## src/rtl/hamming_serial_rx.sv

```systemverilog
// Serial Hamming(7,4) receiver: deserialises 7 strobe-qualified bits MSB first, corrects single-bit errors.
// Optional corrected-error counter output err_count is enabled by defining HAMMING_RX_ERRCNT_EN.
module hamming_serial_rx #(
  parameter int TIMEOUT = 64,
  parameter int CNT_W   = 8
) (
  input  logic             clk,
  input  logic             rst,
  input  logic             d_in,
  input  logic             strobe_in,
  output logic [3:0]       data_out,
  output logic             data_valid,
  output logic             err_corrected,
  output logic [2:0]       syndrome,
`ifdef HAMMING_RX_ERRCNT_EN
  output logic [CNT_W-1:0] err_count,
`endif
  output logic             frame_err
);

  localparam int IDLE_W = $clog2(TIMEOUT + 1);

  if (TIMEOUT < 2 || CNT_W < 1) begin : g_bad_param
    $error("hamming_serial_rx: TIMEOUT must be >= 2 and CNT_W >= 1");
  end

  typedef enum logic [1:0] {IDLE, RECV, DONE} state_t;

  state_t            state;
  state_t            state_next;
  logic              strobe_q;
  logic              rise;
  logic [6:0]        code;
  logic [2:0]        bitcnt;
  logic [IDLE_W-1:0] idle_cnt;
  logic              timeout_hit;
  logic              capture;
  logic              decode;
  logic              abort;
  logic [2:0]        syn;
  logic [6:0]        flip;
  logic [6:0]        fixed;

  assign rise        = strobe_in & ~strobe_q;
  assign timeout_hit = (state == RECV) && !rise && (idle_cnt == IDLE_W'(TIMEOUT - 1));

  // NOTE: sequential state uses non-blocking assignments so every flop samples pre-edge values.
  always_ff @(posedge clk or posedge rst) begin
    if (rst) state <= IDLE;
    else     state <= state_next;
  end

  // NOTE: default assignment first so no path through the block leaves a signal unassigned (no latch).
  always_comb begin
    state_next = state;
    case (state)
      IDLE: if (rise) state_next = RECV;
      RECV: begin
        if (rise && bitcnt == 3'd6) state_next = DONE;
        else if (timeout_hit)       state_next = IDLE;
      end
      DONE: state_next = rise ? RECV : IDLE;
      default: state_next = IDLE;
    endcase
  end

  always_comb begin
    capture = rise;
    decode  = (state == DONE);
    abort   = timeout_hit;
  end

  // A rise during DONE starts the next frame while the current codeword is still decoded.
  always_ff @(posedge clk or posedge rst) begin
    if (rst) begin
      strobe_q <= 1'b0;
      code     <= '0;
      bitcnt   <= '0;
      idle_cnt <= '0;
    end else begin
      strobe_q <= strobe_in;
      if (capture) begin
        code   <= {code[5:0], d_in};
        bitcnt <= (state == RECV) ? bitcnt + 3'd1 : 3'd1;
      end else if (abort || decode) begin
        bitcnt <= '0;
      end
      if (state == RECV && !rise && !timeout_hit) idle_cnt <= idle_cnt + 1'b1;
      else                                        idle_cnt <= '0;
    end
  end

  always_comb begin
    syn[0] = code[0] ^ code[2] ^ code[4] ^ code[6];
    syn[1] = code[1] ^ code[2] ^ code[5] ^ code[6];
    syn[2] = code[3] ^ code[4] ^ code[5] ^ code[6];
    for (int i = 0; i < 7; i++) flip[i] = (syn == 3'(i + 1));
    fixed = code ^ flip;
  end

  always_ff @(posedge clk or posedge rst) begin
    if (rst) begin
      data_out      <= '0;
      syndrome      <= '0;
      data_valid    <= 1'b0;
      err_corrected <= 1'b0;
      frame_err     <= 1'b0;
    end else begin
      data_valid    <= decode;
      err_corrected <= decode && (syn != 3'd0);
      frame_err     <= abort;
      if (decode) begin
        data_out <= {fixed[6], fixed[5], fixed[4], fixed[2]};
        syndrome <= syn;
      end
    end
  end

`ifdef HAMMING_RX_ERRCNT_EN
  always_ff @(posedge clk or posedge rst) begin
    if (rst)                                              err_count <= '0;
    else if (decode && syn != 3'd0 && err_count != '1)    err_count <= err_count + 1'b1;
  end
`endif

endmodule
```

## config.mk

```make
export PLATFORM = sky130hd
export DESIGN_NAME = hamming_serial_rx
export DESIGN_NICKNAME = d
export VERILOG_FILES = /design/src/rtl/hamming_serial_rx.sv
export SDC_FILE = /design/constraint.sdc
export NUM_CORES = 1
export LEC_CHECK = 0
export ABC_AREA = 1
export CORE_ASPECT_RATIO = 0.8
export CORE_MARGIN = 3
export CORE_UTILIZATION = 30
export CTS_CLUSTER_SIZE = 12
export DETAILED_ROUTE_END_ITERATION = 7
export HOLD_SLACK_MARGIN = 0.06
export PLACE_DENSITY = 0.48
export SETUP_SLACK_MARGIN = 0.2
export SYNTH_ARGS = -nofsm -noshare
export SYNTH_HDL_FRONTEND = slang
export SYNTH_SLANG_ARGS = --single-unit
```

## constraint.sdc

```tcl
create_clock -name clk -period 1.3 [get_ports clk]
set_input_delay 0.26 -clock clk [delete_from_list [all_inputs] [get_ports clk]]
set_output_delay 0.26 -clock clk [all_outputs]
set_load 0.005 [all_outputs]
```

# Word level (Yosys, flattened, before mapping)

Index checks and enable logic that the tools add are counted.
W data, S select, Z words.

Output and inout bits: 10
Logic and storage cells: 58
Bits of input ports: 4
Bits in registers: 30

Equality and inequality tests: 13
$add $sub $neg: 2
Reduce and logical (&&, ||, !) cells: 12
Muxes and demuxes: 9
Bitwise operators: 12

Operators by type and width:

| cell                  | number |
|---|---|
| $eq A3 B3 Y1 const B  | 5 |
| $mux W3               | 3 |
| $xor A1 B1 Y1         | 9 |
| $add A7 B1 Y7 const B | 1 |
| $eq A7 B6 Y1 const B  | 1 |
| $mux W7               | 1 |
| $xor A7 B7 Y7         | 1 |
| $eq A3 B2 Y1 const B  | 2 |
| $mux W2               | 3 |
| $pmux W2 S3           | 1 |
| $logic_and A1 B1 Y1   | 5 |
| $add A3 B1 Y3 const B | 1 |
| $eq A3 B1 Y1 const B  | 1 |
| $ne A3 B3 Y1 const B  | 1 |
| $reduce_bool A3 Y1    | 1 |
| $eq A2 B1 Y1 const B  | 1 |
| $eq A2 B2 Y1 const B  | 1 |
| $logic_not A1 Y1      | 2 |
| $logic_not A2 Y1      | 1 |
| $ne A2 B2 Y1 const B  | 1 |
| $reduce_and A2 Y1     | 1 |
| $reduce_bool A2 Y1    | 1 |
| $and A1 B1 Y1         | 1 |
| $logic_or A1 B1 Y1    | 1 |
| 2 further kinds       | 2 |

# Longest topological paths before layout

Gate-level depths: netlist of run 1.

Word-level depth: 8
Gate-level depth with buffers: 11
Depth with buffers taken out: 11

# Least setup slack after synthesis of run 1

No wires, ideal clock.

Path kind: register to register
Start point: register idle_cnt[0]
End point: register bitcnt[2]
Data required time: 1.174 ns
Path slack: 0.015 ns
Path buffers: 0
Library setup time: 0.126 ns
Arrival: 1.159 ns
Stages on the path, launching flop included: 9
Period minus slack after synthesis: 1.285 ns
Path through: dfrtp_1 ha_1 nand2_1 nor2_1 nand2_1 nor2_2 nand3_1 nand3_1 o22ai_1

Longest elaborated chain between the ends: 4

Ends and longest elaborated chain:

| what                         | RTL line | source |
|---|---|---|
| from (decl)                  | 35       | `logic [IDLE_W-1:0] idle_cnt;` |
| from (signal assigned)       | 88       | `if (state == RECV && !rise && !timeout_hit) idle_cnt <= idle_cnt + 1'b1;` |
| $eq A7 B6 Y1                 | 45       | `assign timeout_hit = (state == RECV) && !rise && (idle_cnt == IDLE_W'(TIMEOUT - 1));` |
| $logic_and A1 B1 Y1          | 45       |  |
| $logic_or A1 B1 Y1           | 85       | `end else if (abort \|\| decode) begin` |
| $reduce_bool A2 Y1 (no line) | -        |  |
| to (signal assigned)         | 84       | `bitcnt <= (state == RECV) ? bitcnt + 3'd1 : 3'd1;` |
| to (decl)                    | 34       | `logic [2:0] bitcnt;` |

No other way between the ends.
A chain may end at the register's enable or synchronous reset.

# Worst setup path in the final report of run 1

Start point: register code[4]
End point: register data_out[1]

Longest elaborated chain between the ends: 5
Elaborated cells on any way between the ends: 7
Classes of those cells: eq/ne (1); bitwise (6)

Ends and longest elaborated chain:

| what                       | RTL line | source |
|---|---|---|
| from (decl)                | 33       | `logic [6:0] code;` |
| from (signal assigned)     | 83       | `code <= {code[5:0], d_in};` |
| $xor A1 B1 Y1 (3 in a row) | 96       | `syn[2] = code[3] ^ code[4] ^ code[5] ^ code[6];` |
| $eq A3 B3 Y1               | 97       | `for (int i = 0; i < 7; i++) flip[i] = (syn == 3'(i + 1));` |
| $xor A7 B7 Y7 (*)          | 98       | `fixed = code ^ flip;` |
| to (signal assigned)       | 113      | `data_out <= {fixed[6], fixed[5], fixed[4], fixed[2]};` |
| to (decl)                  | 11       | `output logic [3:0] data_out,` |

Every way passes the cells marked *; elsewhere a longest branch is shown, timed or not.

==> results of run 1 <==
==> per-layer routing <==
layer,track usage,share of wire,vias to the layer above
li1,-,-,694
met1,0.1545,0.44,643
met2,0.2313,0.50,20
met3,0.05463,0.043,6
met4,0.04743,0.014,0
met5,0,0,-
==> synthesized netlist by cell type <==
cell,n
ha_1,3
nand2_1,57
xor2_1,2
clkinv_1,2
o22ai_1,3
nor3b_1,2
xnor2_1,2
nand3_1,10
nand2_2,11
a31oi_1,1
clkbuf_1,2
nor4_1,1
dfrtp_1,30
o21ai_0,10
nor2_1,9
inv_1,17
inv_2,5
nor2_4,2
nand2_4,1
o21ai_1,4
nand4_1,2
nor2_2,4
==> cells by family (layout without fill, tap and decap cells) <==
group / Yosys count / count (layout)
fa+ha+maj: 3 / 3
xor+xnor: 4 / 4
flops: 30 / 30
buf+inv: 26 / 90
simple gates: 99 / 99
compound gates: 18 / 18
==> layout make-up <==
type	count	area, um2
clock buffers	7	86.33
clock inverters	1	5.005
fillers	441	2222
inverters	24	103.9
multi-input cells	124	904.6
flip-flops and latches	30	755.7
well taps	60	75.07
repair buffers	58	499.2
==> state kept, by name (all words and copies together) (netlist names) <==
register       count
bitcnt             3
syndrome           3
idle_cnt           7
code               7
err_corrected      1
data_valid         1
strobe_q           1
data_out           4
frame_err          1
state              2
==> power breakdown <==
group          switching [mW]  leakage (nW)  internal [mW]
clock network           0.347        0.0482          0.426
logic                   0.907         0.760          0.857
registers               0.152         0.391           1.09
total                    1.41          1.20           2.38
==> worst max-delay path, delay by kind of cell, from the launching register on <==
kind                   cells  cell delay, ns
buffers and inverters      2            0.24
DFF                        1            0.46
and+or+nand+nor            8            0.58
==> repair_timing <==
action | in CTS | in global routing
setup buffers | 18 | 12
resized for setup | 78 | 58
pin swaps | 25 | 25
endpoints found under the hold margin | 0 | 0
setup endpoints to repair | 30 | 28
cloned | 0 | 1
==> final timing paths <==
path,startpoint,to,cells after the start
worst max register to register,code[4],data_out[1],10
worst max-delay path,code[4],data_out[1],10
max in group asynchronous,rst,code[2],3
worst min register to register,data_out[2],data_out[2],2
worst min-delay path,strobe_in,strobe_q,1
min in group asynchronous,rst,data_out[0],3
==> summary.md, run 1 <==
| Metric | Value |
|---|---|
| Status | complete, but fails checks |
| Failing checks | setup timing |
| Commonest non-fill, non-tap cell in the layout | nand2_1 |
| Via density | 4.484 |
| All-Layer GR Usage | 0.1344 |
| Fin nets | 250 |
| Most frequent cells in the layout | 33 x nand2_1, 27 x buf_4, 26 x dfrtp_1, 22 x nand2_2, 15 x buf_6 |
| Max Cap Viol | 0 |
| Synth Warn # | 0 |
| CP endpoint kind | flop |
| Global-route wire length before repair | 6003 um |
| Pre-CTS WS | -0.1725 ns |
| CORE AREA | 4652 um2 |
| Placed Area | 1815 um2 |
| Worst-path cell chain | buf_6 > buf_6 > nand2_2 > nand2_2 > nand2_2 > nand2_4 > nor2_4 > nand3_2 > nand3_2 > nand2_1 |
| Area grow syn2layout | 64.72% |
| Placed insts | 265 |
| Antenna cells | 0 |
| GR Overflow Total | 0 |
| CTS buffer count | 5 |
| Syn Std Cell Area | 1475 um2 |
| Main combinational cell family by area after synthesis | simple AND/OR/NAND/NOR gates |
| Total die area | 5800 um2 |
| Area share of fa/ha/maj cells after synthesis | 0.02545 |
| Complex-gate fraction of the synthesized area | 0.06446 |
| Fmax | 714.0 MHz |
| CP peak stage delay | 0.46 ns |
| Clock Sinks | 30 |
| Leak | 1.200 nW |
| Vias in the first global route | 1373 |
| Mux contribution to synthesized area | 0 |
| Initial antenna violation count | 0 |
| Post-synthesis net count | 187 |
| Layout cells sized above 1 | 0.5943 |
| Sequential share of the synthesized area | 0.5089 |
| Cell taking the most area after synthesis | dfrtp_1 |
| Ports | 14 |
| Most Frequent Cell on Critical Path | nand2_2 |
| Avg Inst Size Synth | 8.195 um2 |
| Largest net degree at the start of global routing | 31 |
| Drt total wl | 3638 um |
| Post-DP HPWL | 2184 um |
| Worst-margin pin slew | 0.2340 ns |
| Critical path class | flop to flop |
| Total power | 3.783 mW |
| PortBufs | 13 |
| DRC Markers | 0 |
| Post-layout utilization of the core | 0.5223 |
| Non-filler cells, final | 304 |
| Pwr dens | 1557 nW/um2 |
| Hold Vio Cnt, Final | 0 |
| Post-Synthesis Cells | 180 |
| TNS Setup | -0.3735 ns |
| Drt pass-1 iters | 4 |
| Clk_skew | 0.005535 ns |
| Final setup viols | 9 |
| Worst-case clock buffer depth | 2 |
| R2r setup slk | -0.10 ns |
| CP max FO | 5 |
| Root Driver | clkbuf_8 |
| Clock slew at reported path FFs | 0.07 ns |
| Hold slack | 0.1353 ns |
| Slew Limit Fails | 0 |
| Slew Limit Headroom | 0.8423 |
| Die width | 84.40 um |
| Post-synthesis cell type count | 22 |
| CTS tree | yes |
| Deepest level of the CTS H-tree | 2 |
| Via count | 1363 |
| Row count | 22 |
| Worst setup margin | -0.1005 ns |
| Area fraction of the dominant cell type after synthesis | 0.5089 |
| Final critical-path share of the clock period | 1.077 |
| Final Cell Area | 2430 um2 |
| Xor/xnor share of the synthesized area | 0.02375 |
| DRT iter0 DRCs | 38 |
| CP required | 1.48 ns |
| Drt wl/cell | 11.97 um |
| Critical Path AT | 1.58 ns |
| Final ANT Viol Nets | 0 |
| Post-synthesis simple-gate area fraction | 0.3113 |
| RSZ-0062 raised after global routing | true |
| CP startpoint kind | flop |
| Slowest CP cell | dfrtp_2 |
| Ranking of synthesized cells by area | dfrtp_1 51%, nand2_1 15%, nand2_2 4.7%, inv_1 4.3%, nand3_1 3.4% |
| Min Clock Period, post-route | 1.401 ns |
| CTS Hold Bufs | 0 |
| Starting density of the core | 0.3171 |
| Worst VDD drop | 0.0005500 V |
| GP Congestion | 0.7996 |
| HP Class | input port to flop |
| Die Ht | 68.72 um |
| FF+latch count, synth | 30 |
| Clock latency at the later pin of the worst-skew pair | 0.28 ns |
(Power assumes the default switching activity.)
==> run 2: changes to the inputs <==
ABC_AREA = default   (was 1)
==> run 2 against run 1 <==
  * The flow still finishes with violations (setup timing)
  * Critical path depth fell by 6
  * Die area is 2.7% lower
  * Sequential share of layout area up 3.2 points
  * Clock power grew 12%
  * Routed wire length down 16%
  * Maximum frequency shrank 15%
  * Non-clock buffer count fell by 4
  * Synthesized cell count fell by 20%
  * Via count fell by 14%
  * Worst setup slack got worse by 0.26 ns
  * Combinational power shrank 22%
  * Register-to-register slack worse by 0.26 ns
  * Critical endpoint is now data_out[2]
  * Largest cell class unchanged
  * Largest power group unchanged
==> summary.md, run 2 <==
| Metric | Value |
|---|---|
| Status | complete, but fails checks |
| Failing checks | setup timing |
| Hold slack | 0.2061 ns (+0.07085 ns) |
| DRC Markers | 0 (unchanged) |
| PortBufs | 13 (unchanged) |
| Synth Warn # | 0 (unchanged) |
| Global-route wire length before repair | 5306 um (-12%) |
| Post-synthesis cell type count | 33 (+50%) |
| Slew Limit Fails | 0 (unchanged) |
| Largest net degree at the start of global routing | 31 (unchanged) |
| Hold Vio Cnt, Final | 0 (unchanged) |
| Via density | 4.563 (+1.8%) |
| Root Driver | clkbuf_8 |
| Clock Sinks | 30 (unchanged) |
| Worst-path cell chain | xnor3_2 > xor2_2 > or4_1 > a31oi_1 |
| Worst hold start | strobe_in |
| Clock slew at reported path FFs | 0.06 ns (about the same) |
| Post-Synthesis Cells | 144 (-20%) |
| CORE AREA | 4388 um2 (-5.7%) |
| Drt total wl | 3039 um (-16%) |
| Starting density of the core | 0.3262 (+0.009099) |
| Area fraction of the dominant cell type after synthesis | 0.5245 (+0.01557) |
| R2r setup slk | -0.36 ns (-0.26 ns) |
| CTS tree | yes |
| Worst-margin pin slew | 0.3036 ns (+0.06957 ns) |
| Critical Path AT | 1.85 ns (+0.27 ns) |
| DRT iter0 DRCs | 46 (+21%) |
| Regs by FF count | code (7), idle_cnt (7), data_out (4) |
| Commonest non-fill, non-tap cell in the layout | buf_4 |
| Syn Std Cell Area | 1431 um2 (-3.0%) |
| Row count | 21 (-4.5%) |
| Sequential share of the synthesized area | 0.5245 (+0.01557) |
| Placed insts | 239 (-9.8%) |
| CP startpoint kind | flop |
| Total die area | 5641 um2 (-2.7%) |
| Post-synth EDFFs | 0 (unchanged) |
| Most frequent cells in the layout | 33 x buf_4, 28 x nand2_1, 25 x dfrtp_1, 8 x clkbuf_8 |
| Deepest level of the CTS H-tree | 2 (unchanged) |
| Most instantiated library cell after synthesis | nand2_1 |
| Slew Limit Headroom | 0.7976 (-0.04473) |
| CTS buffer count | 5 (unchanged) |
| Worst VDD drop | 0.0007375 V (+34%) |
| Die Ht | 67.78 um (-1.4%) |
| Initial antenna violation count | 0 (unchanged) |
| Fin nets | 205 (-18%) |
| Hold path endpoint | strobe_q |
| Cell taking the most area after synthesis | dfrtp_1 |
| Clock latency at the later pin of the worst-skew pair | 0.27 ns (about the same) |
| TNS Setup | -1.523 ns (-1.149 ns) |
| # fillers | 411 (-6.8%) |
| Ports | 14 (unchanged) |
| Ranking of synthesized cells by area | dfrtp_1 52%, nand2_1 8.1%, xor2_1 4.3%, xnor2_1 3.1%, nor2_1 2.9% |
| RR Startpoint | code[3] |
| Drt wl/cell | 11.87 um (-0.80%) |
| Drt pass-1 iters | 4 (unchanged) |
| Final ANT Viol Nets | 0 (unchanged) |
| Leak | 1.040 nW (-13%) |
| Non-filler cells, final | 256 (-16%) |
| Area grow syn2layout | 54.28% |
| Synth top cells by count | 31 x nand2_1, 30 x dfrtp_1, 11 x nor2_1 |
| All-Layer GR Usage | 0.1222 (-0.01221) |
| Final setup viols | 7 (-2) |
| Post-DP HPWL | 2203 um (+0.85%) |
| Min Clock Period, post-route | 1.657 ns (+0.2560 ns) |
| CP required | 1.49 ns (about the same) |
| Via count | 1168 (-14%) |
| Critical Path Start | code[3] |
| Worst setup margin | -0.3565 ns (-0.2560 ns) |
| Hold path depth | 1 (unchanged) |
| CP peak stage delay | 0.43 ns (-0.03 ns) |
| Worst-case clock buffer depth | 2 (unchanged) |
| Top_reg_cell synth | dfrtp_1 |
| Avg Inst Size Synth | 9.940 um2 (+21%) |
| Die width | 83.23 um (-1.4%) |
| FFs w/ async S/R, synth | 1.000 (unchanged) |
| Post-layout utilization of the core | 0.5033 (-0.01904) |
| CP max FO | 3 (-2) |
| RSZ-0062 raised after global routing | true |
| FF+latch count, synth | 30 (unchanged) |
| Max Cap Viol | 0 (unchanged) |
| Critical path class | flop to flop |
| GR Overflow Total | 0 (unchanged) |
| HP Class | input port to flop |
| CTS Hold Bufs | 0 (unchanged) |
| Post-synthesis net count | 151 (-19%) |
| Reg2reg end | data_out[2] |
| CP endpoint kind | flop |
| Vias in the first global route | 1137 (-17%) |
| Final critical-path share of the clock period | 1.274 (+0.1969) |
| Pwr dens | 1573 nW/um2 (+1.0%) |
| Fmax | 603.7 MHz (-15%) |
| Layout cells sized above 1 | 0.4573 (-0.1370) |
| Antenna cells | 0 (unchanged) |
| Clk_skew | 0.007850 ns (+0.002315 ns) |
| Worst-case reg-to-reg path depth | 4 (-6) |
| Slowest CP cell | xnor3_2 |
| GP Congestion | 0.8319 (+4.0%) |
-- run 2: cell types whose count changed after synthesis, moves of 5 or more --
cell     previous run  this run
a31oi_1             1         6
inv_1              17         5
inv_2               5         0
nand2_1            57        31
nand2_2            11         0
o21ai_0            10         0
xor2_1              2         7
-- run 2: per-stage QoR --
step | setup slack [ns] | instance area (um2) | power (mW)
floorplan | -0.3808 | 1506 | 1.865
global placement | -0.3837 | 1911 | 2.359
detailed placement | -0.4045 | 1911 | 2.389
CTS | -0.3622 | 2128 | 3.399
global route | -0.4474 | 2208 | 3.724
finish | -0.3565 | 2208 | 3.473
-- run 2: worst max-delay path: cells and delay by family, from the launching register on --
family	cells	cell delay, ns
XOR/XNOR	2	0.63
flip-flops	1	0.41
AND/OR/NAND/NOR	1	0.40
AO/OA/AOI/OAI	1	0.14
-- run 2: cell type report --
class	instances	area, um2	share of cell area
well taps	57	71.32	0.03229
multi-input cells	102	822.0	0.3722
clock buffers	8	110.1	0.04986
flip-flops and latches	30	757.0	0.3428
inverters	5	18.77	0.008499
repair buffers	54	429.2	0.1943
-- run 2: what timing repair did --
action	CTS	global route
setup buffers	8	1
endpoints found under the setup margin	31	30
pin swaps	12	5
resized for setup	52	21
hold endpoints to repair	0	0
-- run 2: logic make-up (layout without fill, tap and decap cells) --
logic type / Yosys count / after routing / synth area share
XOR/XNOR: 15 / 15 / 0.1128
AO/OA/AOI/OAI: 24 / 24 / 0.1136
AND/OR/NAND/NOR: 60 / 60 / 0.1862
buffers and inverters: 12 / 67 / 0.03671
adder cells (fa/ha/maj): 3 / 3 / 0.02623
flip-flops: 30 / 30 / 0.5245
-- run 2: worst max-delay path by stage --
stage                             end  slack (ns)  cells past startpoint
final                     data_out[2]       -0.36                      4
after global routing      data_out[1]       -0.45                      4
after CTS                 data_out[2]       -0.36                      4
after detailed placement  data_out[2]       -0.40                      4
after global placement    data_out[2]       -0.38                      4
after floorplan           data_out[2]       -0.38                      4
-- run 2: where the power goes --
| part | leakage, nW | switching, mW | internal (mW) |
|---|---|---|---|
| logic | 0.591 | 0.611 | 0.766 |
| registers | 0.391 | 0.148 | 1.08 |
| clock network | 0.0575 | 0.335 | 0.534 |
-- run 2: per-layer routing --
layer	wire [um]	part of all wire	track usage
met1	1522	0.50	0.1595
met2	1312	0.43	0.1850
met3	157	0.052	0.04512
met4	48	0.016	0.04898
met5	0	0	0
